File: src/rtl/key_code_shifter.sv
// key_code_shifter
//   Serial code entry front end for the switch-code checker. The user sets
//   the data switch, presses the shift button to clock that bit in, repeats
//   until WIDTH bits are held, then presses submit. A complete entry is
//   presented on code_out with a one-cycle code_valid strobe. A short entry
//   produces a one-cycle err strobe instead. check_mode tells the checker
//   whether the code belongs to the normal set (0) or is the final code (1).
//
//   Optional build macro: KEY_SHIFTER_LSB_FIRST_EN selects LSB-first entry
//   (first entered bit lands in bit 0). Default is MSB-first.
//
//   Ports:
//     clk         system clock (only clock)
//     rst_n       synchronous active-low reset
//     key_bit     raw data switch, the bit to shift in (synchronised only)
//     key_shift   raw shift button, active-high (synchronised + debounced)
//     key_submit  raw submit button, active-high (synchronised + debounced)
//     code_out    last submitted code, held until the next valid submit
//     code_valid  one-cycle pulse when code_out updates
//     check_mode  0 = normal code set, 1 = final-code entry
//     bit_count   bits entered so far, 0..WIDTH (WIDTH = full state)
//     err         one-cycle pulse on submit with bit_count != WIDTH
//
//   Handshake: code_valid is a single-cycle strobe with no back-pressure;
//   code_out and check_mode are stable from the strobe cycle onward until
//   the next strobe, so a consumer may sample them on or after the strobe.
module key_code_shifter #(
  parameter int WIDTH           = 10,
  parameter int DEBOUNCE_CYCLES = 50000,
  parameter int FINAL_AFTER     = 3
) (
  input  logic             clk,
  input  logic             rst_n,
  input  logic             key_bit,
  input  logic             key_shift,
  input  logic             key_submit,
  output logic [WIDTH-1:0] code_out,
  output logic             code_valid,
  output logic             check_mode,
  output logic [3:0]       bit_count,
  output logic             err
);

  localparam int DB_W = $clog2(DEBOUNCE_CYCLES + 1);
  localparam int SC_W = $clog2(FINAL_AFTER + 1);
  localparam logic [DB_W-1:0] DB_LAST   = DB_W'(DEBOUNCE_CYCLES - 1);
  localparam logic [SC_W-1:0] SC_FINAL  = SC_W'(FINAL_AFTER);
  localparam logic [3:0]      FULL      = 4'(WIDTH);

  // 2-FF synchronisers
  logic bit_s1_q, bit_s1_d, bit_s2_q, bit_s2_d;
  logic shift_s1_q, shift_s1_d, shift_s2_q, shift_s2_d;
  logic submit_s1_q, submit_s1_d, submit_s2_q, submit_s2_d;

  // debounce state
  logic [DB_W-1:0] shift_cnt_q, shift_cnt_d;
  logic [DB_W-1:0] submit_cnt_q, submit_cnt_d;
  logic shift_db_q, shift_db_d, shift_prev_q, shift_prev_d;
  logic submit_db_q, submit_db_d, submit_prev_q, submit_prev_d;

  // entry / output state
  logic [WIDTH-1:0] sreg_q, sreg_d;
  logic [3:0]       bit_count_q, bit_count_d;
  logic [WIDTH-1:0] code_out_q, code_out_d;
  logic             code_valid_q, code_valid_d;
  logic             err_q, err_d;
  logic             check_mode_q, check_mode_d;
  logic [SC_W-1:0]  sub_cnt_q, sub_cnt_d;

  logic            shift_rise, submit_rise;
  logic [SC_W-1:0] sub_cnt_next;

  always_comb begin
    bit_s1_d      = key_bit;
    bit_s2_d      = bit_s1_q;
    shift_s1_d    = key_shift;
    shift_s2_d    = shift_s1_q;
    submit_s1_d   = key_submit;
    submit_s2_d   = submit_s1_q;

    shift_cnt_d   = '0;
    shift_db_d    = shift_db_q;
    submit_cnt_d  = '0;
    submit_db_d   = submit_db_q;
    shift_prev_d  = shift_db_q;
    submit_prev_d = submit_db_q;

    sreg_d        = sreg_q;
    bit_count_d   = bit_count_q;
    code_out_d    = code_out_q;
    code_valid_d  = 1'b0;
    err_d         = 1'b0;
    check_mode_d  = check_mode_q;
    sub_cnt_d     = sub_cnt_q;
    sub_cnt_next  = sub_cnt_q + 1'b1;

    // Debounce: the counter runs only while synced and debounced levels
    // disagree; the cycle it would reach DEBOUNCE_CYCLES the level flips.
    if (shift_s2_q != shift_db_q) begin
      if (shift_cnt_q == DB_LAST) shift_db_d = shift_s2_q;
      else                        shift_cnt_d = shift_cnt_q + 1'b1;
    end
    if (submit_s2_q != submit_db_q) begin
      if (submit_cnt_q == DB_LAST) submit_db_d = submit_s2_q;
      else                         submit_cnt_d = submit_cnt_q + 1'b1;
    end

    // Edges come from the debounced level and its one-cycle-old copy, so
    // the action lands one cycle after the debounced level rises.
    shift_rise  = shift_db_q & ~shift_prev_q;
    submit_rise = submit_db_q & ~submit_prev_q;

    // Submit has priority; a coincident shift edge is dropped.
    if (submit_rise) begin
      if (bit_count_q == FULL) begin
        code_out_d   = sreg_q;
        code_valid_d = 1'b1;
        sreg_d       = '0;
        bit_count_d  = '0;
        if (check_mode_q) begin
          check_mode_d = 1'b0;
          sub_cnt_d    = '0;
        end else begin
          sub_cnt_d = sub_cnt_next;
          if (sub_cnt_next == SC_FINAL) check_mode_d = 1'b1;
        end
      end else begin
        err_d = 1'b1;
      end
    end else if (shift_rise && (bit_count_q != FULL)) begin
`ifdef KEY_SHIFTER_LSB_FIRST_EN
      sreg_d = {bit_s2_q, sreg_q[WIDTH-1:1]};
`else
      sreg_d = {sreg_q[WIDTH-2:0], bit_s2_q};
`endif
      bit_count_d = bit_count_q + 1'b1;
    end
  end

  always_ff @(posedge clk) begin
    if (!rst_n) begin
      bit_s1_q      <= 1'b0;
      bit_s2_q      <= 1'b0;
      shift_s1_q    <= 1'b0;
      shift_s2_q    <= 1'b0;
      submit_s1_q   <= 1'b0;
      submit_s2_q   <= 1'b0;
      shift_cnt_q   <= '0;
      submit_cnt_q  <= '0;
      shift_db_q    <= 1'b0;
      submit_db_q   <= 1'b0;
      shift_prev_q  <= 1'b0;
      submit_prev_q <= 1'b0;
      sreg_q        <= '0;
      bit_count_q   <= '0;
      code_out_q    <= '0;
      code_valid_q  <= 1'b0;
      err_q         <= 1'b0;
      check_mode_q  <= 1'b0;
      sub_cnt_q     <= '0;
    end else begin
      bit_s1_q      <= bit_s1_d;
      bit_s2_q      <= bit_s2_d;
      shift_s1_q    <= shift_s1_d;
      shift_s2_q    <= shift_s2_d;
      submit_s1_q   <= submit_s1_d;
      submit_s2_q   <= submit_s2_d;
      shift_cnt_q   <= shift_cnt_d;
      submit_cnt_q  <= submit_cnt_d;
      shift_db_q    <= shift_db_d;
      submit_db_q   <= submit_db_d;
      shift_prev_q  <= shift_prev_d;
      submit_prev_q <= submit_prev_d;
      sreg_q        <= sreg_d;
      bit_count_q   <= bit_count_d;
      code_out_q    <= code_out_d;
      code_valid_q  <= code_valid_d;
      err_q         <= err_d;
      check_mode_q  <= check_mode_d;
      sub_cnt_q     <= sub_cnt_d;
    end
  end

  assign code_out   = code_out_q;
  assign code_valid = code_valid_q;
  assign check_mode = check_mode_q;
  assign bit_count  = bit_count_q;
  assign err        = err_q;

endmodule

File: config.mk
export PLATFORM = sky130hd
export DESIGN_NAME = key_code_shifter
export DESIGN_NICKNAME = d
export VERILOG_FILES = /design/src/rtl/key_code_shifter.sv
export SDC_FILE = /design/constraint.sdc
export NUM_CORES = 1
export LEC_CHECK = 0
export ABC_AREA = 1
export BUFFER_PORTS_ARGS = -buffer_cell sky130_fd_sc_hd__buf_2
export CORE_MARGIN = 10
export CORE_UTILIZATION = 62
export CTS_BUF_LIST = sky130_fd_sc_hd__clkbuf_8
export DETAILED_ROUTE_END_ITERATION = 12
export PLACE_DENSITY = 0.9
export SLEW_MARGIN = 20
export SYNTH_ARGS = -nofsm -noshare
export SYNTH_HDL_FRONTEND = slang
export SYNTH_SLANG_ARGS = --single-unit
export TNS_END_PERCENT = 100
File: constraint.sdc
create_clock -name clk -period 1.9 [get_ports clk]
set_input_delay 0.38 -clock clk [delete_from_list [all_inputs] [get_ports clk]]
set_output_delay 0.38 -clock clk [all_outputs]
set_load 0.01 [all_outputs]
==> flow_summary_export.csv, run 1 <==
group,metric,value,unit
critical_path,critPathKind,"flip-flop to flip-flop",
cells_and_area,drive_gt1_share,12.3,%
sta,min_period,1.66,ns
critical_path,start_kind,"flip-flop",
pwr,p_leak,1.25,nW
critical_path,rr_endpoint,"bit_count[0]",
yosys,synthTopCellsByArea,"dfxtp_1 (46%), nand2_1 (10%), nor2_1 (9.4%)",
yosys,synth.avg_cell_area,7.29,um^2
critical_path,critPathMaxStageDelay,0.43,ns
yosys,synthesis.area,0.00307,mm^2
sta,finalHoldViolCount,0,
critical_path,cp.buffers_inverters,1,
yosys,postSynthCellCount,421,
drt,wl_met2,2540,um
yosys,syn_nets,431,
floorplan,io_pins,22,
critical_path,path_max_fanout,17,
sta,setup_tns,0,ns
floorplan,rows,25,
pwr,power_frac_clock,39.7,%
clock_tree,clk_pin_slew,0.07,ns
yosys,synth_seq_area_share,46.3,%
clock_tree,htreeDepth,3,
drt,drt-met1-wl,2720,um
drt,wl,5660,um
yosys,synth_top_area_cell,"dfxtp_1",
clock_tree,clockRootBuffer,"clkbuf_8",
critical_path,required,2.13,ns
critical_path,critPathTopFamily,"simple AND/OR/NAND/NOR gates",
pwr,p_total,2.55,mW
pwr,internal-power,1.97,mW
floorplan,die_w,90.4,um
cells_and_area,final_nets,454,
pwr,vdd_drop_max,0.526,mV
yosys,ys_ff_latch,71,
critical_path,r2r_start,"bit_count[1]",
yosys,synth.distinct_cells,26,
critical_path,ff2ff_path_depth,7,
drt,drt_iter0_markers,136,
place,port_buffers,21,
place,dp_worst_setup_slack,0.291,ns
grt,overflow,0,
yosys,synth_top_area_share,46.3,%
grt,grt_pass1_wl,10100,um
yosys,yosys_warnings,0,
hold_path,hold_depth,3,
floorplan,die_y,90.4,um
cells_and_area,area.growth.synth_to_final,9.62,%
sta,skew,0.0102,ns
pwr,powerDensity,757,mW/mm^2
critical_path,path_cells,"ha_1 -> nand2_1 -> nor2_1 -> nand2_2 -> buf_4 -> a21oi_1 -> nor2_1",
critical_path,crit_top_cell,"nor2_1",
grt,antenna_found_initial,0,
drt,wl_met3,302,um
clock_tree,post_cts_buffers,0,
clock_tree,clkLatencyLatePin,0.35,ns
clock_tree,cts_hold_buffers,0,
critical_path,worst_path_max_delay_cell,"dfxtp_1",
critical_path,arrival,1.90,ns
cells_and_area,n_fill_cell,398,
sta,rsz0062_at_grt,"false",
clock_tree,cts_tree,"built",
hold_path,min_to,"shift_s1_q",
sta,tightest_slew,0.407,ns
clock_tree,cts.repair.resized,0,
drt,routed_via_density,5.11,
place,place.gp.congestion,0.860,
pwr,switching_power,0.581,mW
grt,grt_use_total,14.4,%
floorplan,initial_core_util,64.6,%
drt,ant_nets,0,
critical_path,r2r_slack,0.24,ns
sta,max_freq,601,MHz
clock_tree,cts.path.max_buffers,2,
hold_path,min_path_type,"input port to flip-flop",
floorplan,die_area,0.00816,mm^2
place,dp_hpwl,4090,um
clock_tree,cts_buffers,9,
pwr,swShare,22.8,%
place,place_inst,500,
drt,wl_per_cell,11.0,um
run,max_cap_viol_count,0,
sta,slew_violations,0,
pwr,pwr-share-comb,1.6,%
grt,grt_max_degree,20,
sta,post-route-period-util,87.6,%
pwr,pwr-share-seq,58.8,%
floorplan,core-area,0.00475,mm^2
sta,relSlewSlack,72.8,%
sta,setup_viol,0,
sta,setup_ws,0.236,ns
drt,via_count,2631,
clock_tree,cts_sinks,71,
grt,grt_pass1_vias,2361,
drt,drc_errors,0,
hold_path,hp-start,"key_shift",
cells_and_area,antennaDiodeCount,0,
drt,highest_layer,"met4",
critical_path,end_kind,"flip-flop",
drt,firstDrtPassIters,5,
cells_and_area,instances_no_fill,515,
outcome,outcome,"complete, no violations",
-- per-stage QoR --
| stage | instance area, um^2 | hold WS [ns] | utilization (%) |
|---|---|---|---|
| 6_report | 3360 | 0.218 | 70.8 |
| 5_1_grt | 3360 | 0.226 | 70.8 |
| 4_1_cts | 3360 | 0.210 | 70.8 |
| 3_5_place_dp | 3200 | 0.400 | 67.3 |
| 3_3_place_gp | 3200 | 0.396 | 67.3 |
| 2_1_floorplan | 3070 | 0.390 | - |
-- tightest hold or removal path, cell delays in order --
cell,delay (ns)
buf_2,0.08
nand2_1,0.04
inv_1,0.04
-- sequential cells by signal (all words and copies together), names as in the netlist, 2 cells and up --
| register | cells |
|---|---|
| bit_count | 4 |
| code_out | 10 |
| shift_cnt_q | 16 |
| sreg_q | 10 |
| sub_cnt_q | 2 |
| submit_cnt_q | 16 |
-- cells in the final DEF, fill, tap and decap left out, types with 2 or more instances in the layout --
master,count
a21oi_1,33
buf_2,21
buf_4,2
clkbuf_8,9
clkinv_2,3
clkinvlp_4,2
dfxtp_1,71
ha_1,5
inv_1,47
inv_2,3
nand2_1,84
nand2_2,5
nand3_1,30
nand3b_1,2
nand4_1,12
nor2_1,77
nor2_2,2
nor2_4,3
o21ai_0,19
xnor2_1,3
xor2_1,8
-- Yosys cell counts --
library cell	n
nand3_2	1
nand2_2	5
o21bai_1	1
nand4_1	12
buf_6	2
clkbuf_1	3
buf_4	3
a21oi_1	33
xnor2_1	3
and3b_2	1
o21ai_0	19
xor2_1	8
inv_2	3
nor2_2	2
ha_1	5
buf_2	3
nand3_1	30
nor3_1	1
a21oi_2	1
nand3b_1	2
inv_1	47
nand2_1	84
nor2_4	3
dfxtp_1	71
or2_2	1
nor2_1	77
-- layer usage --
| metal | GRT usage [%] | up-vias |
|---|---|---|
| li1 | - | 1375 |
| met1 | 16.8 | 1189 |
| met2 | 22.9 | 55 |
| met3 | 4.16 | 12 |
| met4 | 8.36 | 0 |
| met5 | 0 | - |
-- kinds of logic after synthesis --
| logic type | count (synthesis) | share of synthesized area, % |
|---|---|---|
| AO/OA/AOI/OAI | 54 | 9.01 |
| AND/OR/NAND/NOR | 219 | 31.1 |
| buffers and inverters | 61 | 8.44 |
| XOR/XNOR | 11 | 3.14 |
| adder cells (fa/ha/maj) | 5 | 2.04 |
| flip-flops | 71 | 46.3 |
-- worst max-delay path by stage --
stage                      start      endpoint  cells after the start
floorplan           bit_count[1]   code_out[0]                      7
global placement    bit_count[0]  bit_count[0]                      8
detailed placement  bit_count[1]  bit_count[0]                      7
CTS                 bit_count[1]  bit_count[0]                      7
global route        bit_count[1]   code_out[8]                      7
finish              bit_count[1]  bit_count[0]                      7
-- power groups by stage --
stage / clock [mW] / sequential [mW] / combinational [mW]
after floorplan: 0 / 1.53 / 0.0303
after global placement: 0 / 1.53 / 0.0382
after detailed placement: 0 / 1.53 / 0.0399
after CTS: 1.03 / 1.50 / 0.0399
after global routing: 1.09 / 1.50 / 0.0465
final: 1.01 / 1.50 / 0.0397
-- cell type report --
class | instances | area, um^2 | share of cell area [%]
clock buffers | 9 | 124 | 3.68
clock inverters | 6 | 38.8 | 1.15
inverters | 50 | 188 | 5.58
multi-input cells | 289 | 1390 | 41.3
flip-flops and latches | 71 | 1420 | 42.2
well taps | 67 | 83.8 | 2.49
repair buffers | 23 | 120 | 3.57
(Power assumes the default switching activity.)
==> run 2, diff against run 1 <==
BUFFER_PORTS_ARGS = -buffer_cell sky130_fd_sc_hd__buf_4   (was -buffer_cell sky130_fd_sc_hd__buf_2)
==> run 2 against run 1 <==
  * Register-to-register slack lost 0.02 ns
  * Critical path depth grew 1
  * Utilization increased by 1.4 points
  * Clock power increased by 12%
  * Via count is 1.7% higher
  * Combinational power up 4%
  * Critical path type unchanged
  * Highest routed layer unchanged
==> flow_summary_export.csv, run 2 (same netlist as run 1, synthesis figures left out) <==
group,metric,value,unit
clock_tree,clkLatencyLatePin,0.34,ns
critical_path,critPathKind,"flip-flop to flip-flop",
pwr,power_frac_clock,42.4,%
pwr,p_leak,1.27,nW
sta,setup_ws,0.214,ns
cells_and_area,final_nets,453,
grt,grt_max_degree,29,
pwr,p_total,2.67,mW
critical_path,path_max_fanout,23,
sta,finalHoldViolCount,0,
floorplan,io_pins,22,
sta,max_freq,593,MHz
place,dp_worst_setup_slack,0.242,ns
cells_and_area,final_common_cell,"nand2_1",
sta,post-route-period-util,88.7,%
sta,slew_violations,0,
floorplan,initial_core_util,64.6,%
grt,antenna_found_initial,0,
floorplan,core-area,0.00475,mm^2
sta,setup_tns,0,ns
clock_tree,cts.path.max_buffers,2,
place,place_inst,499,
drt,drc_errors,0,
cells_and_area,antennaDiodeCount,0,
place,dp_hpwl,4190,um
clock_tree,cts_buffers,9,
drt,ant_nets,0,
critical_path,start_kind,"flip-flop",
hold_path,min_to,"shift_s1_q",
drt,via_count,2676,
clock_tree,htreeDepth,3,
pwr,vdd_drop_max,0.781,mV
critical_path,path_cells,"inv_1 -> ha_1 -> nand2_1 -> nor2_1 -> nand2_2 -> buf_4 -> nand3_1 -> a21oi_1",
sta,tightest_slew,0.388,ns
grt,grt_pass1_vias,2507,
hold_path,hold_depth,3,
floorplan,die_w,90.4,um
cells_and_area,area.growth.synth_to_final,11.9,%
critical_path,cp.buffers_inverters,2,
critical_path,worst_path_max_delay_cell,"dfxtp_1",
drt,drt_iter0_markers,236,
critical_path,r2r_start,"bit_count[0]",
pwr,pwr-share-comb,1.5,%
clock_tree,clockRootBuffer,"clkbuf_8",
drt,routed_via_density,5.21,
sta,skew,0.0128,ns
sta,relSlewSlack,74.1,%
critical_path,critPathTopFamily,"simple AND/OR/NAND/NOR gates",
drt,firstDrtPassIters,5,
grt,grt_pass1_wl,10400,um
critical_path,required,2.16,ns
hold_path,hp-start,"key_shift",
floorplan,die_y,90.4,um
critical_path,arrival,1.95,ns
pwr,internal-power,2.10,mW
critical_path,ff2ff_path_depth,8,
cells_and_area,largest_registers,"shift_cnt_q x16, submit_cnt_q x16",
clock_tree,clk_pin_slew,0.07,ns
place,port_buffers,21,
drt,wl,6000,um
sta,setup_viol,0,
floorplan,die_area,0.00816,mm^2
run,max_cap_viol_count,0,
sta,min_period,1.69,ns
critical_path,rr_endpoint,"sreg_q[2]",
clock_tree,cts.repair.resized,0,
clock_tree,cts_tree,"built",
cells_and_area,drive_gt1_share,12.1,%
critical_path,end_kind,"flip-flop",
critical_path,r2r_slack,0.21,ns
pwr,swShare,21.3,%
drt,wl_per_cell,11.7,um
floorplan,rows,25,
grt,grt_use_total,14.9,%
cells_and_area,instances_no_fill,514,
grt,overflow,0,
place,place.gp.congestion,0.873,
pwr,pwr-share-seq,56.0,%
critical_path,crit_cells,8,
cells_and_area,mostFrequentLayoutCells,"nand2_1 (84), nor2_1 (77), dfxtp_1 (71), inv_1 (47), a21oi_1 (33)",
outcome,outcome,"complete, no violations",
clock_tree,cts_sinks,71,
pwr,switching_power,0.570,mW
sta,rsz0062_at_grt,"false",
hold_path,min_path_type,"input port to flip-flop",
pwr,powerDensity,778,mW/mm^2
clock_tree,cts_hold_buffers,0,
critical_path,critPathMaxStageDelay,0.42,ns
clock_tree,post_cts_buffers,0,
## run 2: how the worst max path moves through the flow
| stage | endpoint | slack, ns | start |
|---|---|---|---|
| floorplan | code_out[0] | 0.48 | bit_count[1] |
| global placement | check_mode | 0.33 | bit_count[0] |
| detailed placement | sub_cnt_q[0] | 0.24 | bit_count[0] |
| CTS | sreg_q[2] | 0.23 | bit_count[0] |
| global route | sub_cnt_q[0] | 0.1 | bit_count[1] |
| finish | sreg_q[2] | 0.21 | bit_count[0] |
## run 2: final cells by class
type | instances | area, um^2
Inverter | 50 | 188
Multi-Input combinational cell | 289 | 1390
Sequential cell | 71 | 1420
Fill cell | 383 | 1320
Clock buffer | 9 | 124
Timing Repair Buffer | 22 | 165
Clock inverter | 6 | 62.6
Tap cell | 67 | 83.8
## run 2: power by group through the flow
stage | combinational (mW) | sequential (mW) | clock (mW)
3_3_place_gp | 0.0396 | 1.53 | 0
2_1_floorplan | 0.0303 | 1.53 | 0
5_1_grt | 0.0461 | 1.50 | 1.22
6_report | 0.0412 | 1.50 | 1.13
4_1_cts | 0.0410 | 1.50 | 1.15
3_5_place_dp | 0.0411 | 1.53 | 0
## run 2: metal layers
metal | part of all wire (%) | vias up | GRT usage [%]
li1 | - | 1382 | -
met5 | 0 | - | 0
met1 | 45 | 1212 | 16.8
met2 | 46 | 69 | 24.0
met3 | 5.6 | 13 | 4.24
met4 | 2.5 | 0 | 9.81
## run 2: metrics by stage
stage / cell area, um^2 / hold WS (ns) / util [%]
after global routing: 3430 / 0.221 / 72.2
after floorplan: 3070 / 0.390 / -
after detailed placement: 3250 / 0.400 / 68.3
after CTS: 3430 / 0.203 / 72.2
final: 3430 / 0.220 / 72.2
after global placement: 3250 / 0.397 / 68.3
## run 2: worst register-to-register path, stage by stage, from the launching register on
cell and delay [ns]:
dfxtp_1 0.42, inv_1 0.09, ha_1 0.21, nand2_1 0.07, nor2_1 0.05, nand2_2 0.30
buf_4 0.22, nand3_1 0.10, a21oi_1 0.16
==> run 3, diff against run 2 <==
CTS_CLUSTER_SIZE = 20   (was unset)
RECOVER_POWER = 25   (was unset)
==> run 3 against run 2 <==
  * Fmax decreased by 0.29%
  * Via count decreased by 0.15%
  * Sequential power about the same
  * Flip-flop and latch count unchanged
  * Setup slack got worse by 0.0049 ns
  * Global-route usage unchanged
  * Total power decreased by 0.10%
  * Sequential share of layout area increased by 0.55 points
  * Utilization decreased by 0.95 points
  * Critical path type unchanged
  * Critical endpoint unchanged
  * Highest routed layer unchanged
==> flow_summary_export.csv, run 3 (same netlist as run 1, synthesis figures left out) <==
group,metric,value,unit
cells_and_area,instances_no_fill,514,
clock_tree,cts_sinks,71,
grt,overflow,0,
clock_tree,clockRootBuffer,"clkbuf_8",
grt,grt_max_degree,29,
cells_and_area,antennaDiodeCount,0,
cells_and_area,mostFrequentLayoutCells,"nand2_1 (84), nor2_1 (77), dfxtp_1 (71), inv_1 (47), a21oi_1 (33)",
drt,drt-met1-wl,2690,um
critical_path,path_max_fanout,23,
floorplan,initial_core_util,64.6,%
clock_tree,post_cts_buffers,0,
critical_path,path_cells,"inv_1 -> ha_1 -> nand2_1 -> nor2_1 -> nand2_2 -> buf_4 -> nand3_1 -> a21oi_1",
pwr,vdd_drop_max,0.780,mV
sta,hold_ws,0.216,ns
place,dp_hpwl,4190,um
floorplan,core-area,0.00475,mm^2
clock_tree,cts_tree,"built",
drt,wl_met3,361,um
critical_path,critPathMaxStageDelay,0.42,ns
sta,finalHoldViolCount,0,
clock_tree,cts_buffers,9,
critical_path,cp.buffers_inverters,2,
critical_path,start_kind,"flip-flop",
sta,slew_violations,0,
clock_tree,clk_pin_slew,0.07,ns
clock_tree,cts_hold_buffers,0,
sta,setup_viol,0,
critical_path,critPathTopFamily,"simple AND/OR/NAND/NOR gates",
hold_path,min_path_type,"input port to flip-flop",
drt,wl_per_cell,11.7,um
cells_and_area,drive_gt1_share,9.40,%
cells_and_area,final_nets,453,
sta,max_freq,592,MHz
grt,grt_pass1_wl,10400,um
sta,setup_tns,0,ns
sta,rsz0062_at_grt,"false",
run,max_cap_viol_count,0,
floorplan,io_pins,22,
drt,highest_layer,"met4",
place,place.gp.congestion,0.873,
cells_and_area,largest_registers,"shift_cnt_q x16, submit_cnt_q x16",
outcome,outcome,"complete, no violations",
clock_tree,clkLatencyLatePin,0.34,ns
pwr,p_leak,1.22,nW
drt,drt_iter0_markers,278,
clock_tree,cts.path.max_buffers,2,
critical_path,critPathKind,"flip-flop to flip-flop",
floorplan,rows,25,
sta,min_period,1.69,ns
drt,wl_met2,2840,um
cells_and_area,area.growth.synth_to_final,10.4,%
drt,wl,6020,um
grt,grt_pass1_vias,2507,
drt,drc_errors,0,
drt,firstDrtPassIters,5,
cells_and_area,final_common_cell,"nand2_1",
place,port_buffers,21,
grt,grt_use_total,14.9,%
pwr,powerDensity,788,mW/mm^2
sta,skew,0.0113,ns
critical_path,end_kind,"flip-flop",
floorplan,die_area,0.00816,mm^2
sta,tightest_slew,0.391,ns
drt,via_count,2672,
place,place_inst,499,
cells_and_area,final_util,71.3,%
drt,ant_nets,0,
clock_tree,htreeDepth,3,
sta,post-route-period-util,89.0,%
critical_path,arrival,1.96,ns
critical_path,required,2.17,ns
sta,relSlewSlack,73.9,%
clock_tree,cts.repair.resized,0,
drt,routed_via_density,5.20,
grt,antenna_found_initial,0,
floorplan,die_w,90.4,um
floorplan,die_y,90.4,um
critical_path,worst_path_max_delay_cell,"dfxtp_1",
==> run 3: changes by cell type in the layout (fill, tap and decap cells not counted), sizes merged <==
| cell | previous run | this run |
|---|---|---|
| clkbuf | 9 | 21 |
| buf | 22 | 10 |
==> run 3: layout make-up <==
cell class              count  area (um^2)
repair buffers             22          120
clock inverters             6         62.6
clock buffers               9          124
fillers                   401         1370
well taps                  67         83.8
multi-input cells         289         1390
flip-flops and latches     71         1420
inverters                  50          188
==> run 3: worst reg2reg max path, delay by kind of cell, from the launching register on <==
family | cells | cell delay [ns]
and+or+nand+nor | 4 | 0.52
adders and majority gates | 1 | 0.21
AOI/OAI and AO/OA | 1 | 0.16
buffers and inverters | 2 | 0.31
DFF | 1 | 0.42
==> run 3: final timing paths <==
path                      to         start  slack, ns  cells after the start
setup / recovery   sreg_q[2]  bit_count[0]       0.21                      8
hold / removal    shift_s1_q     key_shift       0.22                      3
setup reg to reg   sreg_q[2]  bit_count[0]       0.21                      8
hold reg to reg   shift_s2_q    shift_s1_q       0.41                      2
==> run 3: metrics by stage <==
| stage | power (mW) | area [um^2] | setup WS [ns] |
|---|---|---|---|
| after floorplan | 1.56 | 3070 | 0.482 |
| after global placement | 1.57 | 3250 | 0.332 |
| after detailed placement | 1.57 | 3250 | 0.242 |
| after CTS | 2.69 | 3430 | 0.228 |
| after global routing | 2.76 | 3390 | 0.0963 |
| final | 2.67 | 3390 | 0.209 |
==> run 3: power breakdown <==
group	leakage (nW)	switching, mW	internal, mW	total, mW
Combinational	0.545	0.0286	0.0126	0.0412
Clock	0.0988	0.536	0.596	1.13
Sequential	0.573	0.00248	1.49	1.50
Total	1.22	0.567	2.10	2.67
==> run 3: per-layer routing <==
layer,GRT usage [%],up-vias
met1,16.8,1199
met3,4.24,11
met4,9.81,0
met2,24.0,81
met5,0,-
li1,-,1381
